===== src/rtl/pc_gen_pkg.sv =====
// Shared types and constants for the fetch-stage program-counter generator.
package pc_gen_pkg;

    typedef enum logic [1:0] {
        ST_BOOT = 2'd0,
        ST_RUN  = 2'd1,
        ST_HALT = 2'd2
    } pc_state_e;

    localparam int unsigned STEP_C = 2;
    localparam int unsigned STEP_I = 4;

    // Low PC bits that must be zero for a legal fetch target.
    function automatic logic [1:0] align_mask(input logic comp_en);
        return comp_en ? 2'b01 : 2'b11;
    endfunction

endpackage


===== src/rtl/pc_hist_buf.sv =====
// Circular buffer of previously retired PCs; read index 0 is the most recent entry.
module pc_hist_buf #(
    parameter int unsigned      XLEN       = 64,
    parameter int unsigned      HIST_DEPTH = 4,
    parameter logic [XLEN-1:0]  RST_VAL    = '0
) (
    input  logic                          clk,
    input  logic                          rst_n,
    input  logic                          wr_en,
    input  logic [XLEN-1:0]               wr_data,
    input  logic [$clog2(HIST_DEPTH)-1:0] rd_idx,
    output logic [XLEN-1:0]               rd_data
);

    localparam int unsigned PTR_W = $clog2(HIST_DEPTH);

    logic [XLEN-1:0]  mem_q [HIST_DEPTH];
    logic [XLEN-1:0]  mem_d [HIST_DEPTH];
    logic [PTR_W-1:0] wr_ptr_q;
    logic [PTR_W-1:0] wr_ptr_d;
    logic [PTR_W-1:0] rd_ptr;

    always_comb begin
        mem_d    = mem_q;
        wr_ptr_d = wr_ptr_q;
        if (wr_en) begin
            mem_d[wr_ptr_q] = wr_data;
            wr_ptr_d        = wr_ptr_q + PTR_W'(1);
        end
    end

    always_ff @(posedge clk) begin
        if (!rst_n) begin
            for (int i = 0; i < int'(HIST_DEPTH); i++) begin
                mem_q[i] <= RST_VAL;
            end
            wr_ptr_q <= '0;
        end else begin
            mem_q    <= mem_d;
            wr_ptr_q <= wr_ptr_d;
        end
    end

    // Pointer arithmetic wraps naturally because HIST_DEPTH is a power of two.
    assign rd_ptr  = wr_ptr_q - PTR_W'(1) - rd_idx;
    assign rd_data = mem_q[rd_ptr];

endmodule


===== src/rtl/pc_gen.sv =====
// Fetch-stage PC generator: prioritised redirects, sequential stepping, BOOT/RUN/HALT control and PC history.
module pc_gen
    import pc_gen_pkg::*;
#(
    parameter int unsigned XLEN       = 64,
    parameter logic [63:0] RESET_PC   = 64'h1000,
    parameter int unsigned NUM_REDIR  = 2,
    parameter bit          COMP_EN    = 1'b1,
    parameter int unsigned HIST_DEPTH = 4
) (
    input  logic                          clk,
    input  logic                          rst_n,
    input  logic [NUM_REDIR-1:0]          redir_valid,
    input  logic [NUM_REDIR*XLEN-1:0]     redir_pc,
    input  logic                          stall,
    input  logic                          inst_valid,
    input  logic                          inst_comp,
    input  logic                          halt_req,
    input  logic                          resume_req,
    output logic [XLEN-1:0]               pc,
    output logic                          pc_valid,
    output logic                          halted,
    output logic                          misalign,
    input  logic [$clog2(HIST_DEPTH)-1:0] hist_idx,
    output logic [XLEN-1:0]               hist_pc
);

    localparam logic [XLEN-1:0] RST_PC   = XLEN'(RESET_PC);
    localparam logic [1:0]      AMASK    = align_mask(COMP_EN);
    localparam logic [XLEN-1:0] CLR_MASK = ~XLEN'(AMASK);

    pc_state_e       state_q, state_d;
    logic [XLEN-1:0] pc_q, pc_d;
    logic            pc_valid_q, pc_valid_d;
    logic            halted_q, halted_d;
    logic            misalign_q, misalign_d;

    logic            redir_hit;
    logic [XLEN-1:0] redir_tgt;
    logic            tgt_misaligned;
    logic [XLEN-1:0] step_amt;
    logic            hist_we;

    // Descending scan so the lowest asserted channel is the last (winning) assignment.
    always_comb begin
        redir_hit = 1'b0;
        redir_tgt = '0;
        for (int i = int'(NUM_REDIR) - 1; i >= 0; i--) begin
            if (redir_valid[i]) begin
                redir_hit = 1'b1;
                redir_tgt = redir_pc[i*XLEN +: XLEN];
            end
        end
    end

    assign tgt_misaligned = |(redir_tgt[1:0] & AMASK);
    assign step_amt       = (COMP_EN && inst_comp) ? XLEN'(STEP_C) : XLEN'(STEP_I);

    always_comb begin
        state_d    = state_q;
        pc_d       = pc_q;
        misalign_d = 1'b0;
        hist_we    = 1'b0;

        if (redir_hit) begin
            pc_d       = redir_tgt & CLR_MASK;
            misalign_d = tgt_misaligned;
            hist_we    = 1'b1;
        end

        case (state_q)
            ST_BOOT: state_d = ST_RUN;
            ST_RUN: begin
                // A coinciding redirect defers halt entry by one cycle.
                if (!redir_hit) begin
                    if (halt_req) begin
                        state_d = ST_HALT;
                    end else if (!stall && inst_valid) begin
                        pc_d    = pc_q + step_amt;
                        hist_we = 1'b1;
                    end
                end
            end
            ST_HALT: begin
                if (resume_req) begin
                    state_d = ST_RUN;
                end
            end
            default: state_d = ST_BOOT;
        endcase

        pc_valid_d = (state_d == ST_RUN);
        halted_d   = (state_d == ST_HALT);
    end

    always_ff @(posedge clk) begin
        if (!rst_n) begin
            state_q    <= ST_BOOT;
            pc_q       <= RST_PC;
            pc_valid_q <= 1'b0;
            halted_q   <= 1'b0;
            misalign_q <= 1'b0;
        end else begin
            state_q    <= state_d;
            pc_q       <= pc_d;
            pc_valid_q <= pc_valid_d;
            halted_q   <= halted_d;
            misalign_q <= misalign_d;
        end
    end

    assign pc       = pc_q;
    assign pc_valid = pc_valid_q;
    assign halted   = halted_q;
    assign misalign = misalign_q;

    pc_hist_buf #(
        .XLEN       (XLEN),
        .HIST_DEPTH (HIST_DEPTH),
        .RST_VAL    (RST_PC)
    ) u_hist (
        .clk     (clk),
        .rst_n   (rst_n),
        .wr_en   (hist_we),
        .wr_data (pc_q),
        .rd_idx  (hist_idx),
        .rd_data (hist_pc)
    );

endmodule

===== config.mk =====
export PLATFORM = sky130hd
export DESIGN_NAME = pc_gen
export DESIGN_NICKNAME = d
export VERILOG_FILES = /design/src/rtl/pc_gen_pkg.sv /design/src/rtl/pc_hist_buf.sv /design/src/rtl/pc_gen.sv
export SDC_FILE = /design/constraint.sdc
export NUM_CORES = 1
export LEC_CHECK = 0
export CAP_MARGIN = 20
export CORE_UTILIZATION = 58
export DETAILED_ROUTE_END_ITERATION = 10
export DONT_BUFFER_PORTS = 1
export PLACE_DENSITY = 0.76
export SYNTH_ARGS = -nofsm -noshare
export SYNTH_HDL_FRONTEND = slang
export SYNTH_HIERARCHICAL = 1
export SYNTH_SLANG_ARGS = --single-unit
export TNS_END_PERCENT = 20

===== constraint.sdc =====
create_clock -name clk -period 2.5 [get_ports clk]
set_input_delay 0.625 -clock clk [delete_from_list [all_inputs] [get_ports clk]]
set_output_delay 0.625 -clock clk [all_outputs]
set_load 0.01 [all_outputs]

# Yosys cells after proc, flatten, opt, wreduce, memory -nomap -nowiden
# Cells that the tools add are included.
# word_totals
ram_bits,0
input_bits,139
n_memories,0
reg_bits,327
latch_bits,0
mem_bits_ro,0
# classes
muxes,25
n_reduce_logical,5
bitwise_logic,2
n_addsub,4
shifts,0
n_lt_le_gt_ge,3
div_mod_pow,0
n_eq_ne,4
multipliers,0
# ops
operator,count
$mux 64,10
$bwmux 256,1
$bmux 64 s2,1
$demux 64 s2,1
$add 64x3->64,1
$mux 1,7
$ge 3x3->1 const B,2
$mux 2,3
$not 2->3,2
$pmux 2 s3,1
$eq 2x1->1 const B,2
$eq 2x2->1 const B,2
$lt 3x1->1 const B,1
$mux 3,1
$add 2x1->2 const B,1
$logic_and 1x1->1,2
$logic_not 2->1,1
$reduce_and 2->1,1
$sub 2x1->2 const B,1
$sub 2x2->2,1
$logic_not 1->1,1

# Longest topological paths before layout
# Gate-level depths: netlist of run 1.
# depth
word_depth,7
mapped_depth,9

# By module
# The synthesis of run 1 kept the hierarchy.
# modules_own_cells
module,area_each_um2,cells_per_inst,seq_area_each_um2,n_inst
pc_hist_buf,12514.5,1255,5165.0,1
pc_gen,5091.1,671,1381.3,1

# Worst setup path before layout of run 1
# Ideal clock, no wire load.
# synth_timing
kind,input port to flip-flop
start,input port inst_comp
end,"register pc_q[41], in the netlist pc[41]"
t_required_ns,2.409
t_arrival_ns,2.581
setup_slack_ns,-0.172
stages,8
path_buffers,0
cell_sequence,ha_1 -> inv_1 -> fa_1 -> nor2b_1 -> nand3_1 -> or4_4 -> or3_1 -> a311oi_1
# synth_between
elab_chain_len,6
# synth_lines
element,line,text
start: declaration,pc_gen.sv:17,"input logic inst_comp,"
$mux 3,pc_gen.sv:57,assign step_amt = (COMP_EN && inst_comp) ? XLEN'(STEP_C) : XLEN'(STEP_I);
$add 64x3->64,pc_gen.sv:79,pc_d = pc_q + step_amt;
$mux 64,pc_gen.sv:78,end else if (!stall && inst_valid) begin
$mux 64,pc_gen.sv:76,if (halt_req) begin
$mux 64,pc_gen.sv:75,if (!redir_hit) begin
$mux 64,pc_gen.sv:71,case (state_q)
end signal: assignment,pc_gen.sv:105,pc_q <= pc_d;
end: declaration,pc_gen.sv:33,"logic [XLEN-1:0] pc_q, pc_d;"
# No other way between the ends.
# A chain may end at the register's enable or synchronous reset.

# Worst setup path after layout of run 1
# layout_timing
start,register u_hist.wr_ptr_q[0]
end,output port hist_pc[27]
# layout_between
elab_chain_len,6
# layout_lines
element,line,text
start: declaration,pc_hist_buf.sv:19,logic [PTR_W-1:0] wr_ptr_q;
start signal: assignment,pc_hist_buf.sv:40,wr_ptr_q <= wr_ptr_d;
$sub 2x1->2,pc_hist_buf.sv:45,assign rd_ptr = wr_ptr_q - PTR_W'(1) - rd_idx;
$sub 2x2->2,pc_hist_buf.sv:45,
$not 2->3 (not written as such),pc_hist_buf.sv:46,assign rd_data = mem_q[rd_ptr];
$bmux 64 s2,pc_hist_buf.sv:46,
$mux 64 (not written as such) (2 in series),pc_hist_buf.sv:46,
end: declaration,pc_gen.sv:25,output logic [XLEN-1:0] hist_pc
# No other way between the ends. The select of a mux whose other input is x is not followed.

==> flow_summary.json, run 1 <==
{
  "async_flop_share": 0,
  "yosysSeqAreaShare": 0.372,
  "hp-class": "input port to register",
  "synth_common_cells": "dfxtp_1, a21oi_1, nand3_1",
  "first_global_vias": 14100,
  "num_rows": 63,
  "synth.top_cell.area_share": 0.372,
  "endpoint_kind": "output port",
  "fin_util": 0.678,
  "relSlewSlack": 0.496,
  "peakVddDrop_uv": 530,
  "fmax_mhz": 363,
  "wire_per_inst_um": 22.0,
  "seqPwrFrac": 0.421,
  "synth-compound-area-share": 0.285,
  "drv_slew": 0,
  "synth_area_per_cell_um2": 9.14,
  "switching_share": 0.280,
  "synth_fa_ha_area_frac": 0.00611,
  "yosys_warnings": 6,
  "antenna_found_initial": 2,
  "synth_top_family_by_area": "compound AO/OA/AOI/OAI gates",
  "p_clk_frac": 0.387,
  "timing.setup.tns_ns": -13.71,
  "ant_nets": 0,
  "drv_cap": 0,
  "setup_ws_ns": -0.255,
  "synthMostInstantiatedCell": "dfxtp_1",
  "synth_enable_flop_cells": 0,
  "io_buffers": 0,
  "stdcell_area_um2": 20100,
  "die_y_um": 176,
  "yosys.area.top_type": "dfxtp_1",
  "synth_cell_type_count": 55,
  "cts_root_buf": "clkbuf_16",
  "start_util": 0.592,
  "clockBufferDepth": 3,
  "combPwrFrac": 0.193,
  "core-area_um2": 29700,
  "die_w_um": 176,
  "period_share": 1.10,
  "critPathArrivalTime_ns": 2.13,
  "synthCells": 1926,
  "status": "finished, violations left",
  "cts_sinks": 327,
  "first_pass_iters": 6,
  "place_inst": 2256,
  "p_leak_nw": 7.21,
  "dp_hpwl_mm": 33.4,
  "cts_made_buffers": 37,
  "drc_errors": 0,
  "syn_area_um2": 17600,
  "grt-ovfl-total": 0,
  "yosys.area_share.xor_xnor": 0.0197,
  "crit_type": "register to output port",
  "finalPower_w": 0.0133,
  "required_ns": 1.88,
  "startpoint_type": "register",
  "io-pin-count": 270,
  "drt_iter0_markers": 1666,
  "nets": 2060,
  "grt_pass1_wl_mm": 79.3,
  "finalSetupViolations": 64,
  "place.gp.congestion": 0.822,
  "vias": 15300,
  "synthFlopType": "dfxtp_1",
  "grt_max_degree": 124,
  "tightest_slew_ns": 0.756,
  "power.density_nw_per_um2": 660,
  "synth_mux_area_frac": 0.111,
  "cts_tree": "yes",
  "grtUsageTotal": 0.318,
  "syn_to_final_growth_pct": 14.4,
  "clock_skew_ns": 0.0120,
  "ctsHtreeMaxLevel": 2,
  "crit_path_max_fanout": 7,
  "wl_mm": 51.2,
  "ys_ff_latch": 327,
  "p_switching_w": 0.00372,
  "violations": "setup timing",
  "clk-insertion-delay-late_ns": 0.51,
  "rsz0062_at_grt": "true",
  "synth_nets": 2073,
  "stdcell_count": 2328,
  "fin_crit_ns": 2.76,
  "internal-power_w": 0.00958,
  "placed_area_um2": 18800,
  "drive_gt1_frac": 0.294,
  "hold_viol_final": 0,
  "vias_per_cell": 6.58,
  "synthTopCellsByArea": "dfxtp_1, a21bo_2, a21oi_1, nand3_1, mux4_2",
  "path_clk_slew_ns": 0.06,
  "die_area_um2": 31100,
  "synth-simple-area-share": 0.148
}
==> critical path: stages (launching register included) <==
cell	delay (ns)
dfxtp_2	0.34
ha_4	0.40
bufbuf_16	0.32
mux4_2	0.54
==> worst paths after layout <==
path                      startpoint                 to  slack [ns]  cells after the start
setup / recovery  u_hist/wr_ptr_q[0]        hist_pc[27]       -0.26                      3
hold / removal                 rst_n              pc[2]        0.25                      1
setup reg to reg               pc[4]             pc[62]        0.08                      8
hold reg to reg    u_hist/mem_q[236]  u_hist/mem_q[236]        0.57                      2
==> cell usage in the layout, fill, tap and decap left out, types with 20 or more instances in the layout <==
cell type  synthesis  layout
nand2_1           41      40
clkbuf_16          0      39
mux2i_1           37      37
xnor2_1           27      27
inv_1             38      37
o21ai_0           41      41
a21oi_1          278     278
buf_12             1      26
buf_4              3     125
a21bo_2          252     252
nand3_1          274     272
a211oi_1          57      57
nor2_1            64      63
dfxtp_1          327     322
a221oi_1          20      20
mux4_2            57      64
==> stage by stage <==
stage,setup WS [ns],hold slack [ns]
detailed placement,-0.174,0.562
global route,-0.286,0.243
global placement,-0.127,0.554
CTS,-0.282,0.242
floorplan,-0.0414,0.534
finish,-0.255,0.251
==> layout make-up <==
class	instances	area (um2)
flip-flops and latches	327	6550
clock buffers	54	1070
multi-input cells	1347	10200
diodes	3	7.51
fillers	2286	9570
inverters	40	158
well taps	390	488
clock inverters	7	62.6
repair buffers	160	1640
==> routing by layer <==
layer  GRT usage  share of wire  up-vias
met5           0              0        -
met4       0.112          0.031        0
met3      0.0640          0.088      119
met2       0.508           0.48      740
met1       0.427           0.41     7365
li1            -              -     7098
==> sequential cells by signal (all words and copies together), names as in the netlist <==
name and cells:
u_hist/mem_q 256, pc 64, state_q 2, u_hist/wr_ptr_q 2, halted 1, misalign 1, pc_valid 1
==> power by group through the flow <==
| stage | logic, W | clock network (W) | registers, W |
|---|---|---|---|
| 6_report | 0.00256 | 0.00515 | 0.00559 |
| 5_1_grt | 0.00273 | 0.00540 | 0.00561 |
| 4_1_cts | 0.00247 | 0.00520 | 0.00559 |
| 3_5_place_dp | 0.00238 | 0 | 0.00570 |
| 3_3_place_gp | 0.00231 | 0 | 0.00569 |
| 2_1_floorplan | 0.00159 | 0 | 0.00577 |
==> cells by family (layout without fill, tap and decap cells) <==
kind of cell               after synthesis  after routing
AOI/OAI and AO/OA                      684            684
buffers and inverters                  252            261
adders and majority gates                8              8
other                                    0              3
muxes                                  112            112
and+or+nand+nor                        505            505
xor gates and xnor gates                38             38
DFF                                    327            327
==> what timing repair did <==
item / CTS / global route
cloned: 2 / 2
gates resized for setup: 11 / 11
pin swaps: 0 / 2
hold buffers: 0 / 0
setup endpoints to repair: 64 / 72
buffers inserted: 1 / 3
(Power assumes the default switching activity.)
==> run 2: changes to the inputs <==
--- a/config.mk
+++ b/config.mk
@@ -7,11 +7,11 @@
 export LEC_CHECK = 0
 export CAP_MARGIN = 20
 export CORE_UTILIZATION = 58
+export CTS_BUF_LIST = sky130_fd_sc_hd__clkbuf_16
 export DETAILED_ROUTE_END_ITERATION = 10
 export DONT_BUFFER_PORTS = 1
 export PLACE_DENSITY = 0.76
 export SYNTH_ARGS = -nofsm -noshare
 export SYNTH_HDL_FRONTEND = slang
-export SYNTH_HIERARCHICAL = 1
 export SYNTH_SLANG_ARGS = --single-unit
 export TNS_END_PERCENT = 20
==> run 2 against run 1 <==
Net effect: core utilization down 1.1 points; critical path type unchanged; wire length is 2.7% lower; largest power group unchanged; non-clock buffer count shrank 40; the flow still finishes with violations (setup timing).
==> flow_summary.json, run 2 <==
{
  "status": "finished, violations left",
  "violations": "setup timing",
  "die_area_um2": 29000,
  "yosys.area.top_type": "dfxtp_1",
  "grt_pass1_wl_mm": 75.8,
  "cts_tree": "yes",
  "place_inst": 2221,
  "synthMostInstantiatedCell": "nand2_1",
  "final_common_cell": "nand2_1",
  "yosys_warnings": 0,
  "synth_cell_type_count": 55,
  "first_global_vias": 13600,
  "hp-class": "input port to register",
  "mostFrequentLayoutCells": "nand2_1, dfxtp_1, a21boi_0, buf_4, o21ai_0",
  "post-place-ws_ns": -0.281,
  "start_util": 0.591,
  "die_y_um": 170,
  "stdcell_count": 2295,
  "fin_crit_ns": 2.97,
  "wl_mm": 49.8,
  "finalPower_w": 0.0128,
  "vias": 14200,
  "peakVddDrop_uv": 431,
  "rsz0062_at_grt": "true",
  "dp_hpwl_mm": 32.5,
  "io-pin-count": 270,
  "crit_path_max_fanout": 9,
  "syn_to_final_growth_pct": 13.0,
  "clockBufferDepth": 3,
  "startpoint_type": "register",
  "clock_skew_ns": 0.0139,
  "required_ns": 1.88,
  "fmax_mhz": 336,
  "clk-insertion-delay-late_ns": 0.51,
  "cts_sinks": 327,
  "grt_max_degree": 334,
  "wire_per_inst_um": 21.7,
  "tightest_slew_ns": 0.627,
  "p_leak_nw": 6.56,
  "timing.setup.tns_ns": -27.06,
  "grtUsageTotal": 0.340,
  "die_w_um": 170,
  "synthCells": 1931,
  "endpoint_kind": "output port",
  "yosysSeqAreaShare": 0.398,
  "hold_viol_final": 0,
  "synthTopCellsByArea": "dfxtp_1, nand2_1, a21boi_0, mux4_2, clkbuf_1",
  "synth.top_cell.area_share": 0.398,
  "num_rows": 61,
  "power.density_nw_per_um2": 689,
  "synth_area_per_cell_um2": 8.52,
  "core-area_um2": 27900,
  "async_flop_share": 0,
  "place.gp.congestion": 0.880,
  "nets": 2034,
  "drv_cap": 0,
  "grt-ovfl-total": 0,
  "drive_gt1_frac": 0.157,
  "io_buffers": 0,
  "cts_made_buffers": 35,
  "largest_register_ffs": 256,
  "relSlewSlack": 0.581,
  "drc_errors": 0,
  "ant_nets": 0,
  "synth_nets": 2078,
  "drt_iter0_markers": 1170,
  "drv_slew": 0,
  "synthFlopType": "dfxtp_1",
  "first_pass_iters": 6,
  "ys_ff_latch": 327,
  "synth_common_cells": "nand2_1, dfxtp_1, a21boi_0",
  "period_share": 1.19,
  "syn_area_um2": 16500,
  "ctsHtreeMaxLevel": 2,
  "finalSetupViolations": 64,
  "critPathArrivalTime_ns": 2.35,
  "synth_enable_flop_cells": 0,
  "antenna_found_initial": 6,
  "vias_per_cell": 6.20,
  "largest-register": "u_hist.mem_q",
  "path_clk_slew_ns": 0.06,
  "setup_ws_ns": -0.472,
  "cts_root_buf": "clkbuf_16",
  "crit_type": "register to output port"
}
run 2: cell types whose count changed after synthesis, moves of 18 or more:
cell	change
a211oi_1	-56
a21bo_2	-252
a21boi_0	+249
a21oi_1	-246
a221oi_1	-20
clkbuf_1	-26
inv_1	-27
mux2_2	+18
nand2_1	+553
nand3_1	-246
nor2_1	-47
o21ai_0	+46
run 2: power by group:
| group | switching, W | internal [W] | leakage, nW |
|---|---|---|---|
| Combinational | 0.00126 | 0.000994 | 3.34 |
| Clock | 0.00215 | 0.00279 | 0.555 |
| Sequential | 0.000187 | 0.00543 | 2.66 |
| Total | 0.00359 | 0.00922 | 6.56 |
run 2: kinds of logic (layout without fill, tap and decap cells):
| family | after synthesis | in the layout | share of synthesized area |
|---|---|---|---|
| buffers and inverters | 212 | 194 | 0.0519 |
| AO/OA/AOI/OAI | 440 | 440 | 0.183 |
| XOR/XNOR | 39 | 39 | 0.0212 |
| multiplexers | 142 | 142 | 0.137 |
| flip-flops | 327 | 327 | 0.398 |
| AND/OR/NAND/NOR | 763 | 763 | 0.202 |
| other | 0 | 4 | 0 |
| adder cells (fa/ha/maj) | 8 | 8 | 0.00654 |
run 2: per-layer routing:
layer | track usage | share of wire
met3 | 0.0816 | 0.087
met4 | 0.182 | 0.046
met2 | 0.545 | 0.46
met5 | 0 | 0.00026
met1 | 0.422 | 0.40
run 2: worst paths after layout:
path	depth (start not counted)	endpoint	slack (ns)	from
setup / recovery	6	hist_pc[34]	-0.47	u_hist.wr_ptr_q[0]
hold reg to reg	2	u_hist.mem_q[143]	0.46	u_hist.mem_q[143]
setup reg to reg	9	pc[63]	0.14	pc[1]
hold / removal	1	u_hist.mem_q[121]	0.26	rst_n
run 2: final cells by class:
cell class | count | area, um2
Tap cell | 378 | 473
Clock inverter | 26 | 159
Inverter | 11 | 53.8
Clock buffer | 37 | 926
Antenna cell | 4 | 10.0
Timing Repair Buffer | 120 | 1280
Fill cell | 2262 | 9270
Multi-Input combinational cell | 1392 | 9130
Sequential cell | 327 | 6550
run 2: repair_timing:
item                                    4_1_cts  5_1_grt
pin swaps                                     2        3
hold buffers                                  0        0
resized for setup                            11        8
cloned                                        4        1
setup buffers                                 4        0
endpoints found under the setup margin       65       73
run 2: metrics by stage:
stage / util / hold WS (ns) / area (um2)
detailed placement: 0.621 / 0.453 / 17300
CTS: 0.667 / 0.195 / 18600
floorplan: - / 0.435 / 16600
global placement: 0.621 / 0.446 / 17300
finish: 0.667 / 0.259 / 18600
global route: 0.667 / 0.207 / 18600
run 2: worst max-delay path, stage by stage (launching register included):
cell     delay (ns)
dfxtp_4        0.36
ha_4           0.17
xnor2_4        0.21
xnor2_4        0.16
buf_12         0.18
buf_16         0.18
mux4_2         0.57
==> run 3: changes to the inputs <==
--- a/config.mk
+++ b/config.mk
@@ -10,8 +10,9 @@
 export CTS_BUF_LIST = sky130_fd_sc_hd__clkbuf_16
 export DETAILED_ROUTE_END_ITERATION = 10
 export DONT_BUFFER_PORTS = 1
+export GPL_ROUTABILITY_DRIVEN = 0
 export PLACE_DENSITY = 0.76
 export SYNTH_ARGS = -nofsm -noshare
 export SYNTH_HDL_FRONTEND = slang
 export SYNTH_SLANG_ARGS = --single-unit
-export TNS_END_PERCENT = 20
+export TNS_END_PERCENT = 50
==> run 3 against run 2 <==
Net effect: register-to-register slack got worse by 0.02 ns; design area increased by 0.24%; clock skew about the same; the flow still finishes with violations (setup timing); critical path depth unchanged; largest cell class unchanged; global-route usage unchanged; sequential share of layout area decreased by 0.083 points; first-iteration DRC count decreased by 4.7%; worst hold slack improved by 0.0098 ns; worst setup slack got worse by 0.0045 ns; power increased by 0.32%; die area unchanged; largest power group unchanged; clock power about the same.
==> flow_summary.json, run 3 (same netlist as run 2, synthesis figures left out) <==
{
  "clockBufferDepth": 3,
  "wire_per_inst_um": 21.8,
  "first_pass_iters": 7,
  "p_leak_nw": 6.58,
  "whs_endpoint": "u_hist.mem_q[123]",
  "grt_max_degree": 334,
  "finalSetupViolations": 64,
  "period_share": 1.19,
  "power.density_nw_per_um2": 690,
  "num_rows": 61,
  "largest-register": "u_hist.mem_q",
  "io_buffers": 0,
  "grt_pass1_wl_mm": 75.8,
  "cp_top_family": "multiplexers",
  "clock_skew_ns": 0.0144,
  "final_common_cell": "nand2_1",
  "fin_util": 0.669,
  "nets": 2037,
  "relSlewSlack": 0.571,
  "cts_made_buffers": 35,
  "core-area_um2": 27900,
  "hp-class": "input port to register",
  "endpoint_kind": "output port",
  "drv_slew": 0,
  "drc_errors": 0,
  "die_area_um2": 29000,
  "reg2reg_depth": 5,
  "hold_viol_final": 0,
  "clk-insertion-delay-late_ns": 0.51,
  "drive_gt1_frac": 0.158,
  "rsz0062_at_grt": "true",
  "holdPathStages": 1,
  "path_buf_inv": 2,
  "fin_crit_ns": 2.98,
  "tightest_slew_ns": 0.643,
  "crit_type": "register to output port",
  "required_ns": 1.88,
  "cts_tree": "yes",
  "start_util": 0.591,
  "antenna_found_initial": 6,
  "ant_nets": 0,
  "cts_hold_buf": 0,
  "drv_cap": 0,
  "die_w_um": 170,
  "startpoint_type": "register",
  "crit_top_cell": "xnor2_4",
  "dp_hpwl_mm": 32.5,
  "setup_ws_ns": -0.476,
  "critPathMaxStageDelay_ns": 0.57,
  "cts_sinks": 327,
  "status": "finished, violations left",
  "finalPower_w": 0.0129,
  "crit_path_max_fanout": 9,
  "violations": "setup timing",
  "critPathArrivalTime_ns": 2.35,
  "io-pin-count": 270,
  "crit_path_top_delay_cell": "mux4_2",
  "largest_register_ffs": 256,
  "ff2ff_setup_slack_ns": 0.12,
  "syn_to_final_growth_pct": 13.3,
  "crit-reg2reg-launch": "pc[19]",
  "vias_per_cell": 6.16,
  "grtUsageTotal": 0.340,
  "min_from": "rst_n",
  "wl_mm": 50.1,
  "cp_cell_sequence": "ha_4 > xnor2_4 > xnor2_4 > buf_12 > buf_16 > mux4_2",
  "die_y_um": 170,
  "peakVddDrop_uv": 430,
  "first_global_vias": 13600,
  "ctsHtreeMaxLevel": 2,
  "path_clk_slew_ns": 0.06,
  "cts_root_buf": "clkbuf_16",
  "rr_endpoint": "pc[56]",
  "drt_iter0_markers": 1115,
  "vias": 14200,
  "grt-ovfl-total": 0,
  "fmax_mhz": 336,
  "mostFrequentLayoutCells": "nand2_1, dfxtp_1, a21boi_0, buf_4, o21ai_0"
}
-- run 3: cell count changes in the layout (fill, tap and decap cells not counted), sizes merged --
cell	previous run	this run
clkbuf	38	39
buf	119	121
-- run 3: repair_timing --
action                                  in CTS  in global routing
gates cloned                                 4                  2
pin swaps                                    2                  3
buffers inserted                             4                  2
resized for setup                           11                  9
endpoints found under the hold margin        0                  0
endpoints found under the setup margin      65                 73
-- run 3: worst max path at each step --
stage	cells past startpoint	slack (ns)	to	from
5_1_grt	6	-0.53	hist_pc[29]	u_hist.wr_ptr_q[0]
4_1_cts	7	-0.50	hist_pc[41]	u_hist.wr_ptr_q[0]
3_5_place_dp	6	-0.28	hist_pc[34]	hist_idx[0]
6_report	6	-0.48	hist_pc[34]	u_hist.wr_ptr_q[0]
2_1_floorplan	6	-0.29	hist_pc[14]	hist_idx[0]
3_3_place_gp	6	-0.25	hist_pc[36]	hist_idx[0]
-- run 3: final cells by class --
cell class                      count  area [um2]
Antenna cell                        4        10.0
Clock buffer                       37         926
Clock inverter                     26         159
Fill cell                        2250        9230
Inverter                           11        53.8
Multi-Input combinational cell   1392        9130
Sequential cell                   327        6550
Tap cell                          378         473
Timing Repair Buffer              123        1330
-- run 3: power breakdown --
part / switching (W) / total (W) / internal, W
Combinational: 0.00127 / 0.00230 / 0.00102
Sequential: 0.000188 / 0.00562 / 0.00543
Clock: 0.00214 / 0.00493 / 0.00279
Total: 0.00360 / 0.0129 / 0.00925
-- run 3: metal layers --
metal	share of wire	global-route usage	vias to the layer above
met2	0.46	0.545	665
met4	0.044	0.182	4
met1	0.41	0.422	6796
met3	0.085	0.0816	125
met5	0.00052	0	-
li1	-	-	6575
-- run 3: through the flow --
| step | hold WS (ns) | std cells | TNS (ns) | cell area [um2] | setup WS (ns) |
|---|---|---|---|---|---|
| final | 0.269 | 2298 | -28.04 | 18600 | -0.476 |
| after global routing | 0.263 | 2296 | -31.52 | 18600 | -0.527 |
| after CTS | 0.195 | 2292 | -27.18 | 18600 | -0.501 |
| after detailed placement | 0.453 | 2221 | -16.29 | 17300 | -0.281 |
| after global placement | 0.446 | 2221 | -14.50 | 17300 | -0.246 |
| after floorplan | 0.435 | 1931 | -17.72 | 16600 | -0.288 |
-- run 3: worst register-to-register path, cell delays in order (launching register included) --
cell	delay, ns
dfxtp_1	0.36
nand4_2	0.22
nor4_4	0.57
nand4_2	0.40
or4_1	0.58
a31oi_1	0.17
